File: src/rtl/load_store_unit.sv
// ---------------------------------------------------------------------------
// load_store_unit
//
// Purpose:
//   Bridges the core's memory-stage request to a word-addressed data memory.
//   Byte, halfword and word loads/stores at byte addresses become word-index
//   accesses. Sub-word stores use read-modify-write, because the memory only
//   accepts full-word writes. Loads are sign- or zero-extended. Misaligned,
//   oversize and out-of-range requests are rejected with an error response and
//   never reach memory.
//
// Ports:
//   i_clk           rising-edge clock
//   i_rst           synchronous active-high reset
//   i_req_valid     request present
//   o_req_ready     unit can accept a request (IDLE only)
//   i_req_we        1 = store, 0 = load
//   i_req_size      00 byte, 01 half, 10 word, 11 illegal
//   i_req_unsigned  load zero-extends when 1, sign-extends when 0
//   i_req_addr      byte address
//   i_req_wdata     store data, right-aligned for byte/half
//   o_resp_valid    one-cycle completion pulse
//   o_resp_rdata    extended load data; 0 for stores and errors
//   o_resp_err      request rejected (valid with o_resp_valid)
//   o_mem_addr      word index {2'b00, addr[31:2]}, 0 while idle
//   o_mem_wdata     word written to memory
//   o_mem_we        memory write enable, one cycle per store
//   i_mem_rd        combinational memory read data
// ---------------------------------------------------------------------------
module load_store_unit #(
    parameter int unsigned MEM_WORDS = 1024
) (
    input  logic        i_clk,
    input  logic        i_rst,
    input  logic        i_req_valid,
    output logic        o_req_ready,
    input  logic        i_req_we,
    input  logic [1:0]  i_req_size,
    input  logic        i_req_unsigned,
    input  logic [31:0] i_req_addr,
    input  logic [31:0] i_req_wdata,
    output logic        o_resp_valid,
    output logic [31:0] o_resp_rdata,
    output logic        o_resp_err,
    output logic [31:0] o_mem_addr,
    output logic [31:0] o_mem_wdata,
    output logic        o_mem_we,
    input  logic [31:0] i_mem_rd
);

    localparam logic [1:0]  SizeByte  = 2'b00;
    localparam logic [1:0]  SizeHalf  = 2'b01;
    localparam logic [1:0]  SizeWord  = 2'b10;
    localparam logic [31:0] MemWordsW = 32'(MEM_WORDS);

    typedef enum logic [1:0] {
        StIdle  = 2'b00,
        StRead  = 2'b01,
        StWrite = 2'b10,
        StResp  = 2'b11
    } state_t;

    state_t      r_state;
    state_t      w_state_next;

    // Registered copy of the accepted request; later states never look at i_req_*.
    logic        r_we;
    logic [1:0]  r_size;
    logic        r_unsigned;
    logic [31:0] r_addr;
    logic [31:0] r_wdata;

    logic [31:0] r_old_word;   // word captured in READ, base for the RMW merge
    logic [31:0] r_rdata;
    logic        r_resp_err;

    logic        w_accept;
    logic        w_req_err;
    logic        w_addr_oor;
    logic [31:0] w_load_ext;
    logic [31:0] w_merged;
    logic [7:0]  w_rd_byte;
    logic [15:0] w_rd_half;
    logic        w_enter_resp;

    // -----------------------------------------------------------------------
    // Request checking on the live inputs (only meaningful when accepting)
    // -----------------------------------------------------------------------
    assign w_accept   = (r_state == StIdle) && i_req_valid;
    assign w_addr_oor = ({2'b00, i_req_addr[31:2]} >= MemWordsW);

    always_comb begin
        w_req_err = w_addr_oor;
        unique case (i_req_size)
            SizeByte: ;
            SizeHalf: if (i_req_addr[0])         w_req_err = 1'b1;
            SizeWord: if (i_req_addr[1:0] != 0)  w_req_err = 1'b1;
            default:  w_req_err = 1'b1;
        endcase
    end

    // -----------------------------------------------------------------------
    // Load lane select and extension from the word being read
    // -----------------------------------------------------------------------
    always_comb begin
        w_rd_byte = 8'h00;
        w_rd_half = 16'h0000;
        unique case (r_addr[1:0])
            2'd0: w_rd_byte = i_mem_rd[7:0];
            2'd1: w_rd_byte = i_mem_rd[15:8];
            2'd2: w_rd_byte = i_mem_rd[23:16];
            default: w_rd_byte = i_mem_rd[31:24];
        endcase
        w_rd_half = r_addr[1] ? i_mem_rd[31:16] : i_mem_rd[15:0];

        w_load_ext = i_mem_rd;
        if (r_size == SizeByte) begin
            w_load_ext = {{24{w_rd_byte[7] & ~r_unsigned}}, w_rd_byte};
        end else if (r_size == SizeHalf) begin
            w_load_ext = {{16{w_rd_half[15] & ~r_unsigned}}, w_rd_half};
        end
    end

    // -----------------------------------------------------------------------
    // Store merge: only the addressed lane of the old word is replaced
    // -----------------------------------------------------------------------
    always_comb begin
        w_merged = r_old_word;
        if (r_size == SizeWord) begin
            w_merged = r_wdata;
        end else if (r_size == SizeHalf) begin
            if (r_addr[1]) w_merged[31:16] = r_wdata[15:0];
            else           w_merged[15:0]  = r_wdata[15:0];
        end else begin
            unique case (r_addr[1:0])
                2'd0: w_merged[7:0]   = r_wdata[7:0];
                2'd1: w_merged[15:8]  = r_wdata[7:0];
                2'd2: w_merged[23:16] = r_wdata[7:0];
                default: w_merged[31:24] = r_wdata[7:0];
            endcase
        end
    end

    // -----------------------------------------------------------------------
    // FSM next state
    // -----------------------------------------------------------------------
    always_comb begin
        w_state_next = r_state;
        unique case (r_state)
            StIdle: begin
                if (i_req_valid) begin
                    if (w_req_err) begin
                        w_state_next = StResp;
                    end else if (i_req_we && (i_req_size == SizeWord)) begin
                        w_state_next = StWrite;
                    end else begin
                        w_state_next = StRead;
                    end
                end
            end
            StRead:  w_state_next = r_we ? StWrite : StResp;
            StWrite: w_state_next = StResp;
            StResp:  w_state_next = StIdle;
            default: w_state_next = StIdle;
        endcase
    end

    // Response data/err only change on the edge into RESP so they hold between responses.
    assign w_enter_resp = (w_state_next == StResp) && (r_state != StResp);

    // -----------------------------------------------------------------------
    // Outputs
    // -----------------------------------------------------------------------
    always_comb begin
        o_req_ready  = (r_state == StIdle);
        o_resp_valid = (r_state == StResp);
        o_mem_we     = (r_state == StWrite);
        o_mem_addr   = 32'h0;
        o_mem_wdata  = 32'h0;
        if (r_state != StIdle) begin
            o_mem_addr = {2'b00, r_addr[31:2]};
        end
        if (r_state == StWrite) begin
            o_mem_wdata = w_merged;
        end
    end

    assign o_resp_rdata = r_rdata;
    assign o_resp_err   = r_resp_err;

    // -----------------------------------------------------------------------
    // State and data registers
    // -----------------------------------------------------------------------
    always_ff @(posedge i_clk) begin
        if (i_rst) begin
            r_state    <= StIdle;
            r_we       <= 1'b0;
            r_size     <= 2'b00;
            r_unsigned <= 1'b0;
            r_addr     <= 32'h0;
            r_wdata    <= 32'h0;
            r_old_word <= 32'h0;
            r_rdata    <= 32'h0;
            r_resp_err <= 1'b0;
        end else begin
            r_state <= w_state_next;

            if (w_accept) begin
                r_we       <= i_req_we;
                r_size     <= i_req_size;
                r_unsigned <= i_req_unsigned;
                r_addr     <= i_req_addr;
                r_wdata    <= i_req_wdata;
            end

            if (r_state == StRead) begin
                r_old_word <= i_mem_rd;
            end

            if (w_enter_resp) begin
                r_resp_err <= (r_state == StIdle);
                r_rdata    <= ((r_state == StRead) && !r_we) ? w_load_ext : 32'h0;
            end
        end
    end

endmodule
File: config.mk
export PLATFORM = sky130hd
export DESIGN_NAME = load_store_unit
export DESIGN_NICKNAME = d
export VERILOG_FILES = /design/src/rtl/load_store_unit.sv
export SDC_FILE = /design/constraint.sdc
export NUM_CORES = 1
export LEC_CHECK = 0
export ABC_CLOCK_PERIOD_IN_PS = 2500
export BUFFER_PORTS_ARGS = -buffer_cell sky130_fd_sc_hd__buf_4
export CORE_MARGIN = 1.5
export CORE_UTILIZATION = 46
export CTS_CLUSTER_DIAMETER = 120
export DETAILED_ROUTE_END_ITERATION = 8
export PLACE_DENSITY = 0.71
export SLEW_MARGIN = 20
export SYNTH_ARGS = -nofsm -noshare
export SYNTH_HDL_FRONTEND = slang
export SYNTH_SLANG_ARGS = --single-unit
export TNS_END_PERCENT = 50
File: constraint.sdc
create_clock -name i_clk -period 2.5 [get_ports i_clk]
set_input_delay 0.125 -clock i_clk [delete_from_list [all_inputs] [get_ports i_clk]]
set_output_delay 0.125 -clock i_clk [all_outputs]
set_load 0.05 [all_outputs]
After elaboration in Yosys (flattened, before gate mapping)
Cells that the tools add are included.
{ "totals": {"ff_bits": 135, "in_bits": 103, "output_inout_bits": 100, "wordCells": 59} }
{ "classes": {"n_lt_le_gt_ge": 1, "n_eq_ne": 11, "mux": 23, "bitwise_logic": 3, "reduce_logical": 12} }
{ "ops": {"columns": ["cell", "n"], "rows": [
  ["2-to-1 mux 32 bit", 6],
  ["2-to-1 mux 16 bit", 3],
  ["2-to-1 mux 8 bit", 4],
  [">= comparator 30 x 11 -> 1 bit, second input constant", 1],
  ["2-to-1 mux 30 bit", 1],
  ["case mux 8 bit (3 select lines)", 1],
  ["equality test 2 bit, second input constant", 6],
  ["equality test 2 x 1 -> 1 bit, second input constant", 4],
  ["zero test 2 bit", 4],
  ["case mux 2 bit (4 select lines)", 1],
  ["2-to-1 mux 2 bit", 3],
  ["logical AND 1 bit", 4],
  ["nonzero test 2 bit", 2],
  ["2-to-1 mux 1 bit", 3],
  ["case mux 1 bit (3 select lines)", 1],
  ["OR reduction 3 bit", 1],
  ["bitwise AND 1 bit", 2],
  ["inequality test 2 bit, second input constant", 1],
  ["zero test 1 bit", 1],
  ["NOT 1 bit", 1]
]} }

Depth between registers and ports, before layout
Gate-level depths: netlist (run 1).
{ "logic_depth": {"word_depth": 8, "mapped_depth": 10, "ltp_nobuf": 7} }

Worst setup path after synthesis (run 1)
OpenSTA, ideal clock, no wires.
{ "synth_timing": {"path_kind": "flip-flop to output port", "start": "register r_state[0]", "end": "output o_mem_wdata[22]", "arrival_time_ps": 2611, "required_ps": 2375, "setup_slack_ps": -236, "stages_incl_launch_ff": 7, "path_buffers": 2, "cell_sequence": "dfxtp_1 inv_1 ha_1 buf_2 inv_1 clkbuf_1 a211oi_1"} }
{ "synth_via": {"elab_chain_cells": 2} }
{ "synth_lines": {"columns": ["item", "line_no", "source"], "rows": [
  ["from (decl)", "63", "state_t r_state;"],
  ["from (signal assigned)", "196", "r_state <= StIdle;"],
  ["from (signal assigned)", "206", "r_state <= w_state_next;"],
  ["equality test 2 bit", null, null],
  ["named net o_mem_we", "47", "output logic o_mem_we,"],
  ["2-to-1 mux 32 bit", "183", "if (r_state == StWrite) begin"],
  ["to (decl)", "46", "output logic [31:0] o_mem_wdata,"]
]} }
The timed path passes the listed nets, and every way through them passes these cells.

Worst setup path in the final report (run 1)
{ "layout_timing": {"start": "register r_state[0]", "end": "register r_rdata[30], in the netlist o_resp_rdata[30]"} }
{ "layout_via": {"elab_chain_cells": 4, "elab_cells_between_ends": 11, "classes_between": "eq/ne (5); mux (3); reduce/logical (3)"} }
{ "layout_lines": {"columns": ["item", "line_no", "source"], "rows": [
  ["equality test 2 bit, or another cell as far along", "149", "unique case (r_state)"],
  ["case mux 2 bit (4 select lines)", "149", null],
  ["equality test 2 bit", "169", "assign w_enter_resp = (w_state_next == StResp) && (r_state != StResp);"],
  ["logical AND 1 bit", "169", null],
  ["to (signal assigned)", "222", "r_rdata <= ((r_state == StRead) && !r_we) ? w_load_ext : 32'h0;"],
  ["to (decl)", "74", "logic [31:0] r_rdata;"]
]} }
Parallel ways exist; a longest one is shown, timed or not.
A chain may end at the register's enable or synchronous reset.

==> run metrics, run 1 <==
Crit Reg-Reg Endpoint=o_resp_rdata[30]; clk_lat worst skew=420 ps; largest net degree at the start of global routing=88; final wirelength=between 20,000 and 25,000 um; CP arrival=~2700 ps; Worst Tran Pin Value=about 900 ps; post-CTS setup buffers=0; worst r2r src=r_state[0]; Max Cap Viol=0; Worst-path clk slew=approximately 60 ps; most frequent cells in the layout=225 x buf_4, 165 x nand2_1, 135 x dfxtp_1; setup_tns=0 ps; most common cell after layout, fill and taps aside=buf_4; Total Power=10,000 uW; Setup violations, final=0; synthesized area=approximately 6500 um2; Crit path max-delay family=compound AO/OA/AOI/OAI gates; # IOs=203; pwr/cell area=1030 nW/um2; R2R Setup Slk=between 100 and 150 ps; Ys Warns=0; Fin Hold WS=about 16 ps; dominant synthesized flop cell=dfxtp_1; Post-Syn Instances=790; Critical Path Source Type=flop; VDD IR max=approximately 0.57 mV; Starting Density=~47%; post-synthesis register bit count=135; DRT iter0 DRCs=532; vias per cell=5.37; TritonCTS clock tree=yes; CP Launch Point=r_state[0]; HPWL Detailed=between 10,000 and 15,000 um; DP Worst Slack=between 200 and 250 ps; Crit Path Category=flop to flop; Fill cells=1,083; CP Max Fanout=25; Max Slew Vio Count=0; Min-Delay Path Class=primary input to flop; share of cells above drive strength 1=between 20% and 30%; GRT Resource Usage Total=between 20 and 30%; Row Count=between 40 and 50; Placer Congestion=0.894; Die Width=about 120 um; Die Footprint=14,900 um2; Routed Antenna Nets=0; number of flops mapped to enable cells by yosys=0; Port Buffers=200; sequential cell area fraction in the yosys report=between 40% and 50%; Residual DRC=0; Buf/Inv on CP=2; first-pass GRT wire length=33,500 um; antenna violations before repair=0; Avg Cell Area, Syn=approximately 8.3 um2; hold depth=3; core area=about 14,000 um2; status=finished, final reports clean; Cell Chain, Critical Path=inv_1, ha_1, o32ai_1, or3_1, o32a_2, buf_12, mux2i_1; f_max=between 400 and 500 MHz; Slowest cell on crit path=o32ai_1; min Tclk post-route=between 2000 and 2500 ps; Clock Path Buffers=2; Critical Path Sink Type=flop; post-route worst setup slack=approximately 140 ps; clock sink total=between 100 and 150; gr ovfl total=0; Final Hold Viols=0; die height=122 um; final net count=roughly 1,200; period utilization=between 90% and 100%; synth-to-layout area growth=49.7%; post-synthesis async set-or-reset flop share=0%; leak pwr=between 0.004 and 0.005 uW; CP max stage delay=450 ps; Worst Hold Endpoint=r_old_word[2]; Rel. slew slack=39.9%; CTS Buf Count=17; vias in the first global route=roughly 6,500; Worst Reg-to-Reg Cells=7; # H-tree levels=4; WL/cell=roughly 17 um; Netlist cell types=50; Root Driver=clkbuf_16; Max Clock Skew=roughly 6.0 ps; RSZ-0062 raised after global routing=no; CP Depth=7; Antenna diodes=0; post-layout util=a little over two thirds; Critical Path RT=~2900 ps; routed via count=6,749; min-delay src=i_mem_rd[2]; Pre-Repair DR Iteration Count=5
synth_stat cells (2+ instances only):
master	count	area, um2
a211oi_1	8	60.1
a21oi_1	87	435
a221oi_1	8	70.1
a22o_1	8	70.1
buf_1	13	48.8
buf_2	7	35.0
buf_4	4	30.0
clkbuf_1	40	150
dfxtp_1	135	2700
ha_1	7	87.6
inv_1	10	37.5
mux2_2	5	56.3
mux2_4	4	60.1
mux2i_1	74	741
mux4_2	7	158
nand2_1	166	623
nand2b_1	3	18.8
nor2_1	66	248
nor2_2	2	12.5
nor2b_1	41	257
nor3_1	16	80.1
nor4_1	5	31.3
o211a_1	8	80.1
o21ai_0	25	125
o221ai_1	8	70.1
o22ai_1	9	56.3
final cells by class:
class	instances	area, um2	share of cell area (%)
multi-input combinational	579	3520	36.0
sequential	135	2700	27.7
timing repair buffer	319	2650	27.1
clock buffer	18	429	4.39
tap	180	225	2.31
clock inverter	14	198	2.02
inverter	11	41.3	0.423
logic make-up (layout without fill, tap and decap cells):
family	Yosys count	after routing	synth area share (%)
flops	135	135	41.4
mux	90	90	15.6
buf+inv	77	362	4.93
fa+ha+maj	7	7	1.34
simple gates	308	308	20.4
compound gates	172	172	16.3
other cells	1	2	0.0575
worst max path at each step:
stage	end	slack, ps
2_1_floorplan	o_mem_wdata[22]	-240
3_3_place_gp	r_we	330
3_5_place_dp	o_resp_rdata[26]	230
4_1_cts	o_mem_wdata[22]	40
5_1_grt	o_resp_rdata[30]	0.4
6_report	o_resp_rdata[30]	140
worst register-to-register path, delay by kind of cell, from the launching register on:
kind                       cells  cell delay (ps)
DFF                            1              410
adders and majority gates      1              340
AOI/OAI and AO/OA              2              760
buffers and inverters          2              340
and+or+nand+nor                1              190
muxes                          1              250
flip-flops by register name (all words and copies together), names as in the netlist:
name          flops
o_resp_rdata     32
r_addr           32
r_old_word       32
r_wdata          32
r_size            2
r_state           2
o_resp_err        1
r_unsigned        1
r_we              1
report_power, final:
part           total (uW)  switching, uW  leakage [uW]  internal (uW)
clock network        2680            999      0.000290           1680
logic                4460           2770       0.00280           1690
registers            2890            310       0.00110           2580
total               10000           4080       0.00420           5940
metal layers:
layer	up-vias	track usage [%]	routed length, um
met5	-	0	0
met4	0	10.9	478
met3	47	7.21	1750
met2	312	46.6	10100
met1	3126	38.3	9410
li1	3264	-	-
stage by stage:
stage,area (um2),instances
2_1_floorplan,6530,791
3_3_place_gp,8210,1132
3_5_place_dp,8210,1132
4_1_cts,9760,1256
5_1_grt,9770,1256
6_report,9770,1256
what timing repair did:
item                       in CTS  in global routing
hold buffers                   92                  0
hold endpoints to repair       93                  0
setup endpoints to repair       0                 11
resized for setup               0                  2
Note: power is estimated with default switching activity, not from simulation.
==> run 2: changes to the inputs <==
Settings changed: CTS_CLUSTER_SIZE set to 12, RECOVER_POWER set to 50.
==> run 2 against run 1 <==
  * Count of clock-buffer cells in the layout unchanged
  * Sequential power barely moved
  * Via count about the same
  * Combinational power down 3%
  * Global-route usage is the same
  * Register-to-register slack is essentially flat
  * Critical path depth stayed put
  * Sequential share of layout area increased by 0.63 points
==> run metrics, run 2 (synthesized netlist as in run 1, its figures left out) <==
pwr/cell area=1040 nW/um2 (was 1030 nW/um2); Total Power=9880 uW (was 10,000 uW); # H-tree levels=4 (unchanged); routed via count=6,744 (was 6,749); min Tclk post-route=2360 ps (about the same); most frequent cells in the layout=165 x nand2_1, 159 x buf_4, 135 x dfxtp_1 (was 225 x buf_4, 165 x nand2_1, 135 x dfxtp_1); Worst Tran Pin Value=1050 ps (was 901 ps); Placed Cells=1,132 (unchanged); sw frac=41.3% (was 40.7%); Max Cap Viol=0 (unchanged); Worst Reg-to-Reg Cells=7 (unchanged); Critical Path Source Type=flop (unchanged); DP Worst Slack=229 ps (unchanged); Die Width=122 um (unchanged); Crit Path Category=flop to flop (unchanged); Critical Path RT=2850 ps (about the same); share of cells above drive strength 1=22.7% (was 26.5%); Final Hold Viols=0 (unchanged); HPWL Detailed=14,200 um (unchanged); post-route worst setup slack=143 ps (was 135 ps); final wirelength=21,700 um (about the same); vias in the first global route=6,522 (unchanged); die height=122 um (unchanged); synth-to-layout area growth=46.4% (was 49.7%); TritonCTS clock tree=yes (unchanged); Fill cells=1,153 (was 1,083); leak pwr=0.00400 uW (was 0.00420 uW); register area=2700 um2 (unchanged); Starting Density=47.0% (unchanged); first-pass GRT wire length=33,500 um (unchanged); Worst-path clk slew=60 ps (about the same); Fin Hold WS=14.2 ps (was 16.3 ps); # IOs=203 (unchanged); period utilization=94.3% (was 94.6%); multi-input logic area=3520 um2 (unchanged); VDD IR max=0.567 mV (was 0.566 mV); post-layout util=68.8% (was 70.4%); Max Slew Vio Count=0 (unchanged); gr ovfl total=0 (unchanged); CP Max Fanout=25 (unchanged); Residual DRC=0 (unchanged); Setup violations, final=0 (unchanged); CP arrival=2710 ps (about the same); largest net degree at the start of global routing=88 (unchanged); Die Footprint=14,900 um2 (unchanged); most common cell after layout, fill and taps aside=nand2_1 (was buf_4); WL/cell=17.3 um (about the same); Placer Congestion=0.894 (unchanged); Clock Path Buffers=2 (unchanged); Root Driver=clkbuf_16 (unchanged); part of the power in the clock network=27.1% (was 26.7%); Post-Layout Cell Count=1,256 (unchanged); post-CTS setup buffers=0 (unchanged); clk_lat worst skew=430 ps (was 420 ps); Max Clock Skew=5.93 ps (was 6.02 ps); final net count=1,173 (unchanged); Min-Delay Path Class=primary input to flop (unchanged); clock sink total=135 (unchanged); Psw=4080 uW (about the same); RSZ-0062 raised after global routing=no (unchanged); Antenna diodes=0 (unchanged); f_max=424 MHz (was 423 MHz); Pre-Repair DR Iteration Count=5 (unchanged); Routed Antenna Nets=0 (unchanged); antenna violations before repair=0 (unchanged); GRT Resource Usage Total=29.2% (unchanged); hold depth=3 (unchanged); vias per cell=5.37 (about the same); Rel. slew slack=30.3% (was 39.9%); CTS Buf Count=17 (unchanged); Sequential Power Share=29.2% (was 28.8%); core area=13,900 um2 (unchanged); Power Internal=5800 uW (was 5940 uW); Combinational Power Share=43.7% (was 44.5%); DRT iter0 DRCs=571 (was 532); Row Count=43 (unchanged); Critical Path Sink Type=flop (unchanged); Port Buffers=200 (unchanged); status=finished, final reports clean (unchanged)
-- run 2: critical path, stage by stage, from the launching register on --
cell and delay, ps:
dfxtp_1 410, inv_1 90, ha_1 330, o32ai_1 450
or3_1 190, o32a_2 310, buf_12 250, mux2i_1 230
-- run 2: power groups by stage --
stage	sequential [uW]	combinational, uW	clock [uW]
3_3_place_gp	2900	4270	0
2_1_floorplan	3170	2870	0
3_5_place_dp	2910	4290	0
5_1_grt	2920	4620	2790
6_report	2880	4320	2680
4_1_cts	2870	4430	2690
-- run 2: layout make-up --
type / count / share of cell area [%]
flip-flops and latches: 135 / 28.3
multi-input cells: 579 / 36.9
well taps: 180 / 2.36
clock inverters: 14 / 2.07
clock buffers: 18 / 4.49
repair buffers: 319 / 25.5
inverters: 11 / 0.432
-- run 2: final timing paths --
kind	startpoint	end	slack, ps
setup / recovery	r_state[0]	o_resp_rdata[30]	140
hold / removal	i_mem_rd[2]	r_old_word[2]	10
setup reg to reg	r_state[0]	o_resp_rdata[30]	140
hold reg to reg	r_addr[24]	r_addr[24]	450
-- run 2: timing repair --
action | CTS | global route
setup endpoints to repair | 0 | 11
resized for setup | 0 | 2
hold endpoints to repair | 93 | 0
hold buffers | 92 | 0
-- run 2: stage by stage --
| step | instance area [um2] | setup TNS (ps) |
|---|---|---|
| 3_3_place_gp | 8210 | 0 |
| 4_1_cts | 9760 | 0 |
| 5_1_grt | 9550 | 0 |
| 2_1_floorplan | 6530 | -2570 |
| 3_5_place_dp | 8210 | 0 |
| 6_report | 9550 | 0 |
-- run 2: per-layer routing --
layer	global-route usage [%]	up-vias	part of all wire [%]
met5	0	-	0
met4	10.9	0	2.4
met3	7.21	49	7.7
met2	46.6	321	46
met1	38.3	3102	44
li1	-	3272	-
